**config.mk**
```make
export PLATFORM = sky130hd
export DESIGN_NAME = clock_enable_nco
export DESIGN_NICKNAME = d
export VERILOG_FILES = /design/src/rtl/clock_enable_nco.sv
export SDC_FILE = /design/constraint.sdc
export NUM_CORES = 1
export LEC_CHECK = 0
export CAP_MARGIN = 20
export CORE_MARGIN = 2
export CORE_UTILIZATION = 56
export CTS_CLUSTER_DIAMETER = 200
export DETAILED_ROUTE_END_ITERATION = 10
export GPL_TIMING_DRIVEN = 0
export PLACE_DENSITY = 0.78
export RECOVER_POWER = 50
export SLEW_MARGIN = 10
export SYNTH_ARGS = -nofsm -noshare
export SYNTH_HDL_FRONTEND = slang
export SYNTH_SLANG_ARGS = --single-unit
```
**constraint.sdc**
```tcl
create_clock -name clock -period 3.7 [get_ports clock]
set_input_delay 1.11 -clock clock [delete_from_list [all_inputs] [get_ports clock]]
set_output_delay 1.11 -clock clock [all_outputs]
set_load 0.05 [all_outputs]
```
**src/rtl/clock_enable_nco.sv**
```systemverilog
// Multi-channel NCO clock-enable generator: one phase accumulator per channel, registered
// one-cycle enables, 50% half-rate strobes and a period-aligned turbo multiplier on channel 0.

module clock_enable_nco_lane #(
    parameter int               ACC_W   = 24,
    parameter logic [ACC_W-1:0] INC_RST = '0
) (
    input  logic             clock,
    input  logic             reset_n,
    input  logic             inc_wr,
    input  logic [ACC_W-1:0] inc_data,
    input  logic             run,
    input  logic             resync,
    input  logic [1:0]       shift,
    output logic             fire,
    output logic             ce,
    output logic             ce_div2
);
    localparam int EXT_W = ACC_W + 3;

    logic [ACC_W-1:0] acc;
    logic [ACC_W-1:0] inc;
    logic [EXT_W-1:0] inc_eff;
    logic             sat;
    logic [ACC_W:0]   sum;

    assign inc_eff = {3'b000, inc} << shift;
    assign sat     = |inc_eff[EXT_W-1:ACC_W];
    assign sum     = {1'b0, acc} + {1'b0, inc_eff[ACC_W-1:0]};
    // Next-cycle value of ce; lets the turbo switch land on the same edge as the carry.
    assign fire    = !resync && run && (sat || sum[ACC_W]);

    always_ff @(posedge clock or negedge reset_n) begin
        if (!reset_n) begin
            acc     <= '0;
            inc     <= INC_RST;
            ce      <= 1'b0;
            ce_div2 <= 1'b0;
        end else begin
            if (inc_wr)
                inc <= inc_data;
            if (resync) begin
                acc     <= '0;
                ce      <= 1'b0;
                ce_div2 <= 1'b0;
            end else if (!run) begin
                ce <= 1'b0;
            end else if (sat) begin
                ce      <= 1'b1;
                ce_div2 <= ~ce_div2;
            end else begin
                acc <= sum[ACC_W-1:0];
                ce  <= sum[ACC_W];
                if (sum[ACC_W])
                    ce_div2 <= ~ce_div2;
            end
        end
    end
endmodule

module clock_enable_nco #(
    parameter int                        CHANNELS = 3,
    parameter int                        ACC_W    = 24,
    parameter logic [CHANNELS*ACC_W-1:0] INC_DEF  = {24'h100000, 24'h200000, 24'h400000}
) (
    input  logic                clock,
    input  logic                reset_n,
    input  logic [CHANNELS-1:0] inc_wr,
    input  logic [ACC_W-1:0]    inc_data,
    input  logic [CHANNELS-1:0] run,
    input  logic                resync,
    input  logic [1:0]          turbo,
    output logic [CHANNELS-1:0] ce,
    output logic [CHANNELS-1:0] ce_div2,
    output logic [1:0]          turbo_active
);
    typedef enum logic {STEADY, PENDING} turbo_state_t;

    localparam logic [CHANNELS-1:0] CH0 = CHANNELS'(1);

    turbo_state_t        state;
    logic [CHANNELS-1:0] fire;
    logic                boundary;

    for (genvar i = 0; i < CHANNELS; i++) begin : g_lane
        clock_enable_nco_lane #(
            .ACC_W   (ACC_W),
            .INC_RST (INC_DEF[i*ACC_W +: ACC_W])
        ) u_lane (
            .clock    (clock),
            .reset_n  (reset_n),
            .inc_wr   (inc_wr[i]),
            .inc_data (inc_data),
            .run      (run[i]),
            .resync   (resync),
            .shift    ((i == 0) ? turbo_active : 2'b00),
            .fire     (fire[i]),
            .ce       (ce[i]),
            .ce_div2  (ce_div2[i])
        );
    end

    // Channel-0 period boundary, or a point where its phase is frozen/discarded anyway.
    assign boundary = (|(fire & CH0)) || !run[0] || resync;

    always_ff @(posedge clock or negedge reset_n) begin
        if (!reset_n) begin
            state        <= STEADY;
            turbo_active <= 2'b00;
        end else begin
            case (state)
                STEADY:
                    if (turbo != turbo_active)
                        state <= PENDING;
                PENDING:
                    if (turbo == turbo_active) begin
                        state <= STEADY;
                    end else if (boundary) begin
                        turbo_active <= turbo;
                        state        <= STEADY;
                    end
                default:
                    state <= STEADY;
            endcase
        end
    end
endmodule

```
Yosys cells after proc, flatten, opt, wreduce, memory -nomap -nowiden
Cells that the tools add are included.
{"block": "totals", "register_bits": 153, "inputBits": 35, "output_inout_bits": 8, "elab_cells": 73}
{"block": "op_classes", "add_sub_neg": 3, "eq_ne": 3, "shifts": 1, "mux": 28, "bitwise_logic": 5, "reduce_logical": 19}
{"op": "2-to-1 mux 24 bit", "n": 7}
{"op": "adder 24 x 24 -> 25 bit", "n": 3}
{"op": "left shift 24 x 2 -> 27 bit", "n": 1}
{"op": "2-to-1 mux 1 bit", "n": 20}
{"op": "nonzero test 2 bit", "n": 5}
{"op": "AND reduction 2 bit", "n": 4}
{"op": "inverter 1 bit", "n": 5}
{"op": "logical OR 1 bit", "n": 3}
{"op": "AND reduction 3 bit", "n": 1}
{"op": "nonzero test 3 bit", "n": 1}
{"op": "OR reduction 3 bit", "n": 1}
{"op": "equality test 2 bit", "n": 1}
{"op": "logical AND 1 bit", "n": 2}
{"op": "logical NOT 1 bit", "n": 2}
{"op": "inequality test 2 bit", "n": 1}
{"op": "inequality test 2 bit (second input constant)", "n": 1}
{"op": "one-hot mux 1 bit (2 select lines)", "n": 1}

Longest topological paths before layout
Gate-level depths: netlist of the first run.
{"block": "depth", "depth_word": 9, "depth_mapped": 15, "mapped_depth_nobuf": 13}

Hierarchy
From an unflattened synthesis of the first run, not the netlist that was laid out.
{"block": "hier_totals", "cells_unflattened": 1118, "area_unflattened_um2": 11359.6}
{"module": "clock_enable_nco_lane at g_lane[1].u_lane ...", "instances": 2, "cells_per_inst": 362, "area_per_inst_um2": 3686.0, "seq_area_each_um2": 1252.5}
{"module": "clock_enable_nco_lane at g_lane[0].u_lane", "instances": 1, "cells_per_inst": 377, "area_per_inst_um2": 3796.1, "seq_area_each_um2": 1252.5}
{"module": "clock_enable_nco", "instances": 1, "cells_per_inst": 17, "area_per_inst_um2": 191.4, "seq_area_each_um2": 75.1}

Least setup slack after synthesis of the first run
OpenSTA, ideal clock, no wires.
{"block": "synth_timing", "kind": "register to register", "startpoint": "register turbo_active[0]", "endpoint": "register turbo_active[0]", "arrival_ns": 4.023, "required_time_ns": 3.572, "slack_ns": -0.451, "stages_incl_launch_ff": 15, "path_buffers": 2, "period_less_slack_ns": 4.151, "cell_sequence": "dfrtp_1 > buf_1 > clkbuf_1 > mux2i_1 > or2_2 > fa_1 > inv_1 > a21o_1 > a21oi_1 > o31a_2 > a31oi_4 > a211o_1 > a21oi_2 > a21boi_2 > mux2_1"}
{"block": "synth_via", "elab_chain_cells": 7, "elab_cells_between_ends": 10}
{"element": "from (decl)", "line_no": "75", "text": "output logic [1:0] turbo_active"}
{"element": "from (signal assigned)", "line_no": "119", "text": "turbo_active <= turbo;"}
{"element": "left shift 24 x 2 -> 27 bit", "line_no": "27", "text": "assign inc_eff = {3'b000, inc} << shift;"}
{"element": "adder 24 x 24 -> 25 bit or OR reduction 3 bit (tied branches)", "line_no": "29, 28"}
{"element": "logical OR 1 bit", "line_no": "31", "text": "assign fire = !resync && run && (sat || sum[ACC_W]);"}
{"element": "logical AND 1 bit", "line_no": "31"}
{"element": "logical OR 1 bit (2 in a row)", "line_no": "104", "text": "assign boundary = (|(fire & CH0)) || !run[0] || resync;"}
{"element": "AND reduction 3 bit (no source line) *"}
Every way passes the cells marked *; elsewhere a longest branch is shown, timed or not.
A chain may end at the register's enable or synchronous reset.

Worst setup path in the final report of the first run
{"block": "layout_timing", "startpoint": "register turbo_active[0]", "endpoint": "register turbo_active[1]"}
Same word-level chain as after synthesis.

==> results of run 1 <==
## critical path, delay by kind of cell (launching register included)
family | cells | cell delay [ps]
muxes | 2 | 520
AOI/OAI and AO/OA | 7 | 1260
DFF | 1 | 450
and+or+nand+nor | 1 | 320
adders and majority gates | 1 | 430
buffers and inverters | 3 | 440
## metrics by stage
stage | util | hold WS, ps | total power, uW | instances | worst slack [ps]
floorplan | - | 454 | 5150 | 904 | 33.6
global placement | 0.603 | 473 | 5790 | 1165 | -5230
detailed placement | 0.605 | 481 | 5900 | 1166 | -324
CTS | 0.642 | 495 | 7770 | 1199 | 39.2
global route | 0.644 | 519 | 8410 | 1204 | 5.03
finish | 0.644 | 485 | 7820 | 1204 | 151
## synth_stat cells, drive strengths merged, types with 4 or more instances
cell type  count  area (um2)
or2            4        25.0
a31oi          6        52.6
o21ai         58         294
xnor2         40         350
a22o           5        43.8
a211oi        16         120
dfrtp        150        3750
o21bai         6        45.0
a21oi         67         354
o31ai          4        30.0
o31a           4        36.3
and3           4        25.0
ha            72         901
buf           13        90.1
mux2i         38         380
mux2          75         845
nand3         11        55.1
mux4          19         428
nor2b          6        37.5
xor2          27         236
o211ai         8        65.1
a21boi         4        33.8
nand2         58         220
inv           16        60.1
clkbuf        26         128
nor3           5        25.0
o21a           4        30.0
a21o          28         213
nand4          6        37.5
nor2          78         293
nand2b         8        50.1
## logic make-up after synthesis
| group | count (synthesis) | share of synthesized area |
|---|---|---|
| compound gates | 233 | 0.159 |
| xor+xnor | 67 | 0.0606 |
| fa+ha+maj | 75 | 0.0993 |
| buf+inv | 55 | 0.0287 |
| flops | 153 | 0.396 |
| mux | 132 | 0.171 |
| simple gates | 189 | 0.0861 |
## how the worst max path moves through the flow
| stage | cells after the start | start | endpoint | slack, ps |
|---|---|---|---|---|
| floorplan | 14 | turbo_active[0]$_DFFE_PN0P_ | turbo_active[0]$_DFFE_PN0P_ | 30 |
| global placement | 1 | reset_n | turbo_active[0]$_DFFE_PN0P_ | -5230 |
| detailed placement | 15 | turbo_active[1]$_DFFE_PN0P_ | turbo_active[0]$_DFFE_PN0P_ | -320 |
| CTS | 15 | turbo_active[0]$_DFFE_PN0P_ | turbo_active[1]$_DFFE_PN0P_ | 40 |
| global route | 2 | reset_n | g_lane[1].u_lane.inc[17]$_DFFE_PN0P_ | 5 |
| finish | 14 | turbo_active[0]$_DFFE_PN0P_ | turbo_active[1]$_DFFE_PN0P_ | 150 |
## routing by layer
| metal | vias to the layer above | wire (um) |
|---|---|---|
| met1 | 3517 | 9990 |
| li1 | 3438 | - |
| met4 | 0 | 268 |
| met2 | 116 | 10700 |
| met5 | - | 0 |
| met3 | 22 | 676 |
## final cells by class
cell class | count | area (um2)
multi-input combinational | 696 | 5590
fill | 1345 | 6090
clock inverter | 14 | 171
buffer | 38 | 231
tap | 225 | 282
timing repair buffer | 44 | 423
inverter | 16 | 60.1
sequential | 153 | 3840
clock buffer | 18 | 429
## state kept, by name, indices dropped and copies added, names as in the netlist
signal / flops
g_lane.u_lane.acc: 72
g_lane.u_lane.inc: 72
turbo_active: 2
state: 1
g_lane.u_lane.ce_div2: 3
g_lane.u_lane.ce: 3
## power groups by stage
stage | sequential [uW] | clock (uW) | combinational, uW
2_1_floorplan | 2230 | 0 | 2920
3_3_place_gp | 2240 | 0 | 3550
3_5_place_dp | 2260 | 0 | 3640
4_1_cts | 2260 | 1840 | 3680
5_1_grt | 2280 | 1910 | 4220
6_report | 2240 | 1810 | 3780
## what timing repair did
item,in CTS,in global routing
hold buffers,0,0
setup buffers,2,5
resized for setup,6,8
endpoints found under the setup margin,8,9
pin swaps,1,1
==> impl_results.md, run 1 <==
* Outcome: complete, but fails checks
* Failing checks: max-capacitance violations, max-slew violations
* Setup TNS at 0 ps
* GR Util All Layers at 0.255
* Period utilization at 0.959
* Sw Pwr at slightly above 3000 uW
* Sw frac at 0.387
* WL per Instance at around 18 um
* Sinks on Clock Net at 153
* Top_reg_cell synth: dfrtp_1
* R2r worst-path depth at 14
* PD cells at roughly 710 mW/mm2
* Num CTS Buffers at 17
* Port Buffers at 36
* Initial antenna violation count at 0
* Min Tclk post-route at 3550 ps
* Critical-path top delay cell: dfrtp_2
* WP data required at 4010 ps
* Final HPWL DP at roughly 16000 um
* CP Cell Sequence: buf_6, buf_4, mux2i_1, or2_2, fa_1, inv_1, a21o_1, a21oi_2, o31a_2, a31oi_4, a211o_1, a21oi_2, a21boi_2, mux2_1
* Synth Warn # at 0
* Int Power at 4800 uW
* Placement Rows at 48
* Met2 GRT Util at 0.430
* Die Y at 135 um
* Most frequent cells in the layout: dfrtp_1 (148), nor2_1 (78), mux2_2 (72), ha_1 (72), a21oi_1 (62)
* RSZ-0062 raised after global routing: no
* Synthesized area at 0.00968 mm2
* Die Area at 0.0184 mm2
* Max frequency at 282 MHz
* CTS tree: done
* Worst-path maximum fanout at 10
* Clock Power Share at 0.231
* Yosys cell types at 74
* Number of synthesized flops with an enable pin at 0
* Routed WL at 21600 um
* Gr busiest metal: met2
* Synth async-reset ratio at 1.00
* Initial drt markers at 437
* Minimum setup slack among reg-to-reg paths at 150 ps
* Vias in the first global route at 7165
* Reg2Reg Launch Point: turbo_active[0]$_DFFE_PN0P_
* Final Hold Fails at 0
* Diodes inserted at 0
* Clock Tree Root: clkbuf_16
* Final net count at 1076
* Flop pwr share at 0.286
* Chip Width at 135 um
* Share of layout cells above drive strength 1 at 0.177
* Worst hold path class: flop to flop
* Slew Viols, Final at roughly 110
* Worst skew pair latency at 430 ps
* Cells after synthesis at between 900 and 1000
* DR DRC count at 0
* Post-synth net total at 1014
* Most Frequent Cell on Critical Path: a21oi_2
* GRT overflow at 0
* Max cap viols at 1
* Routed Antenna Nets at 0
* Crit start category: flop
* Maximum clock path buffer count at 2
* LEAKAGE at a little over 0.005 uW
* FF+latch count, synth at around 150
* Mean area per synthesized cell at about 11 um2
* Max-slew headroom at -0.504
* First-pass GRT wire length at 36300 um
* H-tree depth at 4
* Delay of the slowest cell on the worst path at roughly 450 ps
* Worst r2r dst: turbo_active[1]$_DFFE_PN0P_
* Hold Path Origin: g_lane[0].u_lane.acc[2]$_DFFE_PN0P_
* Maximum VDD drop at 0.427 mV
* Placer Congestion at 0.918
* Met3 Use GR at 0.0430
* Part of the Yosys area used for sequential elements at 0.396
* Final worst clock skew at 8.43 ps
* Leading cell type in the layout, fill and taps excluded: dfrtp_1
* Via density at 5.89
* Routed vias at 7093
* Core area at 0.0171 mm2
* Clock slew at reported path FFs at approximately 60 ps
* Drt pass-1 iters at 4
* IO Pins at 43
* WS Path Type: flop to flop
* Setup crit end kind: flop
* Pin count of the biggest net entering global routing at 107
* Worst EP arrival at around 3900 ps
* Hold-critical path depth at 2
* Met1 usage at 0.339
* Design Area, Final at 0.0110 mm2
* WHS Endpoint: g_lane[0].u_lane.acc[2]$_DFFE_PN0P_
* Layout area overhead at 13.9%
* Starting Density at 0.566
* Logic pwr share at 0.483
* Slew @ Worst Pin at between 2000 and 2500 ps
* Placed Area at 0.0104 mm2
* Final setup viols at 0
(Power assumes the default switching activity.)
==> run 2, diff against run 1 <==
--- a/config.mk
+++ b/config.mk
@@ -5,6 +5,7 @@
 export SDC_FILE = /design/constraint.sdc
 export NUM_CORES = 1
 export LEC_CHECK = 0
+export ABC_CLOCK_PERIOD_IN_PS = 3700
 export CAP_MARGIN = 20
 export CORE_MARGIN = 2
 export CORE_UTILIZATION = 56
==> constraint.sdc (replaced) <==
create_clock -name clock -period 3.7 [get_ports clock]
set_input_delay 1.11 -clock clock [delete_from_list [all_inputs] [get_ports clock]]
set_output_delay 1.11 -clock clock [all_outputs]
set_load 0.02 [all_outputs]
==> run 2 against run 1 <==
The run still ends with max-capacitance violations, max-slew violations left. Combinational power shrank 2%. Worst setup slack improved by 49 ps. Maximum frequency increased by 1.4%. Global-route usage fell by 0.054 points. Largest power group unchanged. Hold slack better by 3.8 ps.
==> impl_results.md, run 2 (synthesized netlist as in run 1, its figures left out) <==
* Num CTS Buffers at 17
* WP data required at roughly 4000 ps
* PD cells at 706 mW/mm2
* Critical-path top delay cell: mux4_2
* Final Non-Filler Cells at 1200
* Drt pass-1 iters at 5
* Starting Density at 0.566
* Min Tclk post-route at between 3000 and 4000 ps
* Slew @ Worst Pin at 1900 ps
* DR DRC count at 0
* Maximum VDD drop at 0.430 mV
* Maximum clock path buffer count at 2
* Overall Power at slightly below 8000 uW
* Layout area overhead at 13.6%
* Chip Width at 135 um
* Setup crit end kind: flop
* Worst skew pair latency at around 430 ps
* Worst path bufs/invs at 1
* Placement Rows at 48
* Worst EP arrival at 3800 ps
* Outcome: complete, but fails checks
* Leading cell type in the layout, fill and taps excluded: dfrtp_1
* Routed WL at approximately 22000 um
* IO Pins at 43
* Setup TNS at 0 ps
* Pin count of the biggest net entering global routing at 80
* WS Path Type: flop to flop
* Worst-path maximum fanout at 19
* Final Hold Fails at 0
* Worst hold path class: flop to flop
* Failing checks: max-capacitance violations, max-slew violations
* Port Buffers at 36
* Slew Viols, Final at 75
* Via density at 5.96
* Most frequent cells in the layout: dfrtp_1 (148), nor2_1 (78), mux2_2 (72), ha_1 (72), a21oi_1 (63)
* Initial antenna violation count at 0
* Fillers at 1325
* Max cap viols at 1
* LEAKAGE at 0.00504 uW
* Final HPWL DP at 15600 um
* Diodes inserted at 0
* Placed insts at 1166
* Core area at 0.0171 mm2
* Period utilization at 0.946
* Max-slew headroom at -0.266
* Routed Antenna Nets at 0
* Routed vias at 7148
* Share of layout cells above drive strength 1 at 0.169
* CTS tree: done
* Clock Tree Root: clkbuf_16
* Vias in the first global route at 7253
* Reg area at 0.00383 mm2
* GR Util All Layers at 0.254
* Delay of the slowest cell on the worst path at 520 ps
* Footprint of the multi-input gates at 0.00557 mm2
* CP Cell Sequence: buf_12, mux4_2, ha_1, a21oi_1, nor2_1, a211oi_1, o31a_2, a31oi_4, a211o_1, a21oi_2, a21boi_2, mux2_1
* Placer Congestion at between 0.8 and 0.9
* Die Y at around 140 um
* Sinks on Clock Net at 153
* Max frequency at 286 MHz
* RSZ-0062 raised after global routing: no
* Family with the most delay on the worst path: compound AO/OA/AOI/OAI gates
* Final setup viols at 0
* Final worst clock skew at 13.9 ps
* Largest regs: g_lane.u_lane.acc x72, g_lane.u_lane.inc x72
* Clock slew at reported path FFs at 60 ps
* Initial drt markers at 313
* H-tree depth at 4
* WL per Instance at 18.1 um
* Final net count at 1072
* First-pass GRT wire length at 36300 um
* Die Area at 0.0184 mm2
* Crit start category: flop
* GRT overflow at 0
run 2: changes by cell type in the layout (fill, tap and decap cells not counted), sizes merged:
cell | before | now
clkbuf | 42 | 44
clkinvlp | 3 | 2
clkinv | 4 | 5
buf | 23 | 17
run 2: worst paths after layout:
check,start,endpoint,slack [ps],cells after the start
max reg2reg,turbo_active[0]$_DFFE_PN0P_,turbo_active[0]$_DFFE_PN0P_,200,12
min in group asynchronous,reset_n,g_lane[0].u_lane.acc[2]$_DFFE_PN0P_,1210,1
max in group asynchronous,reset_n,g_lane[2].u_lane.inc[20]$_DFFE_PN1P_,1290,2
max,turbo_active[0]$_DFFE_PN0P_,turbo_active[0]$_DFFE_PN0P_,200,12
min,g_lane[0].u_lane.acc[2]$_DFFE_PN0P_,g_lane[0].u_lane.acc[2]$_DFFE_PN0P_,490,2
min reg2reg,g_lane[0].u_lane.acc[2]$_DFFE_PN0P_,g_lane[0].u_lane.acc[2]$_DFFE_PN0P_,490,2
run 2: through the flow:
stage	utilization	hold WS, ps	setup slack [ps]	cell area (um2)
global placement	0.603	473	-4720	10300
CTS	0.642	489	64.7	11000
floorplan	-	454	94.7	9680
global route	0.643	507	13.2	11000
finish	0.643	488	201	11000
detailed placement	0.605	475	-331	10400
run 2: worst reg2reg max path, stage by stage (launching register included):
cell and delay [ps]:
dfrtp_2 430, buf_12 200, mux4_2 520, ha_1 350
a21oi_1 220, nor2_1 80, a211oi_1 220, o31a_2 250
a31oi_4 140, a211o_1 310, a21oi_2 210, a21boi_2 110
mux2_1 340
run 2: cell type report:
cell class,instances,share of cell area
Inverter,16,0.00546
Clock buffer,18,0.0390
Clock inverter,14,0.0157
Sequential cell,153,0.349
Timing Repair Buffer,41,0.0375
Buffer,37,0.0213
Tap cell,225,0.0256
Multi-Input combinational cell,696,0.507
run 2: where the power goes:
part | switching, uW | internal (uW) | total, uW
clock | 743 | 1070 | 1810
combinational | 2010 | 1710 | 3720
sequential | 230 | 2000 | 2240
run 2: metal layers:
metal,up-vias,GRT usage,part of all wire
met1,3542,0.333,0.45
li1,3435,-,-
met5,-,0,0
met3,32,0.0441,0.037
met4,0,0.0851,0.017
met2,139,0.430,0.50
run 2: what timing repair did:
item	CTS	global route
buffers inserted	3	1
endpoints found under the hold margin	0	0
gates resized for setup	5	6
setup endpoints to repair	12	9
pin swaps	0	1
hold buffers	0	0
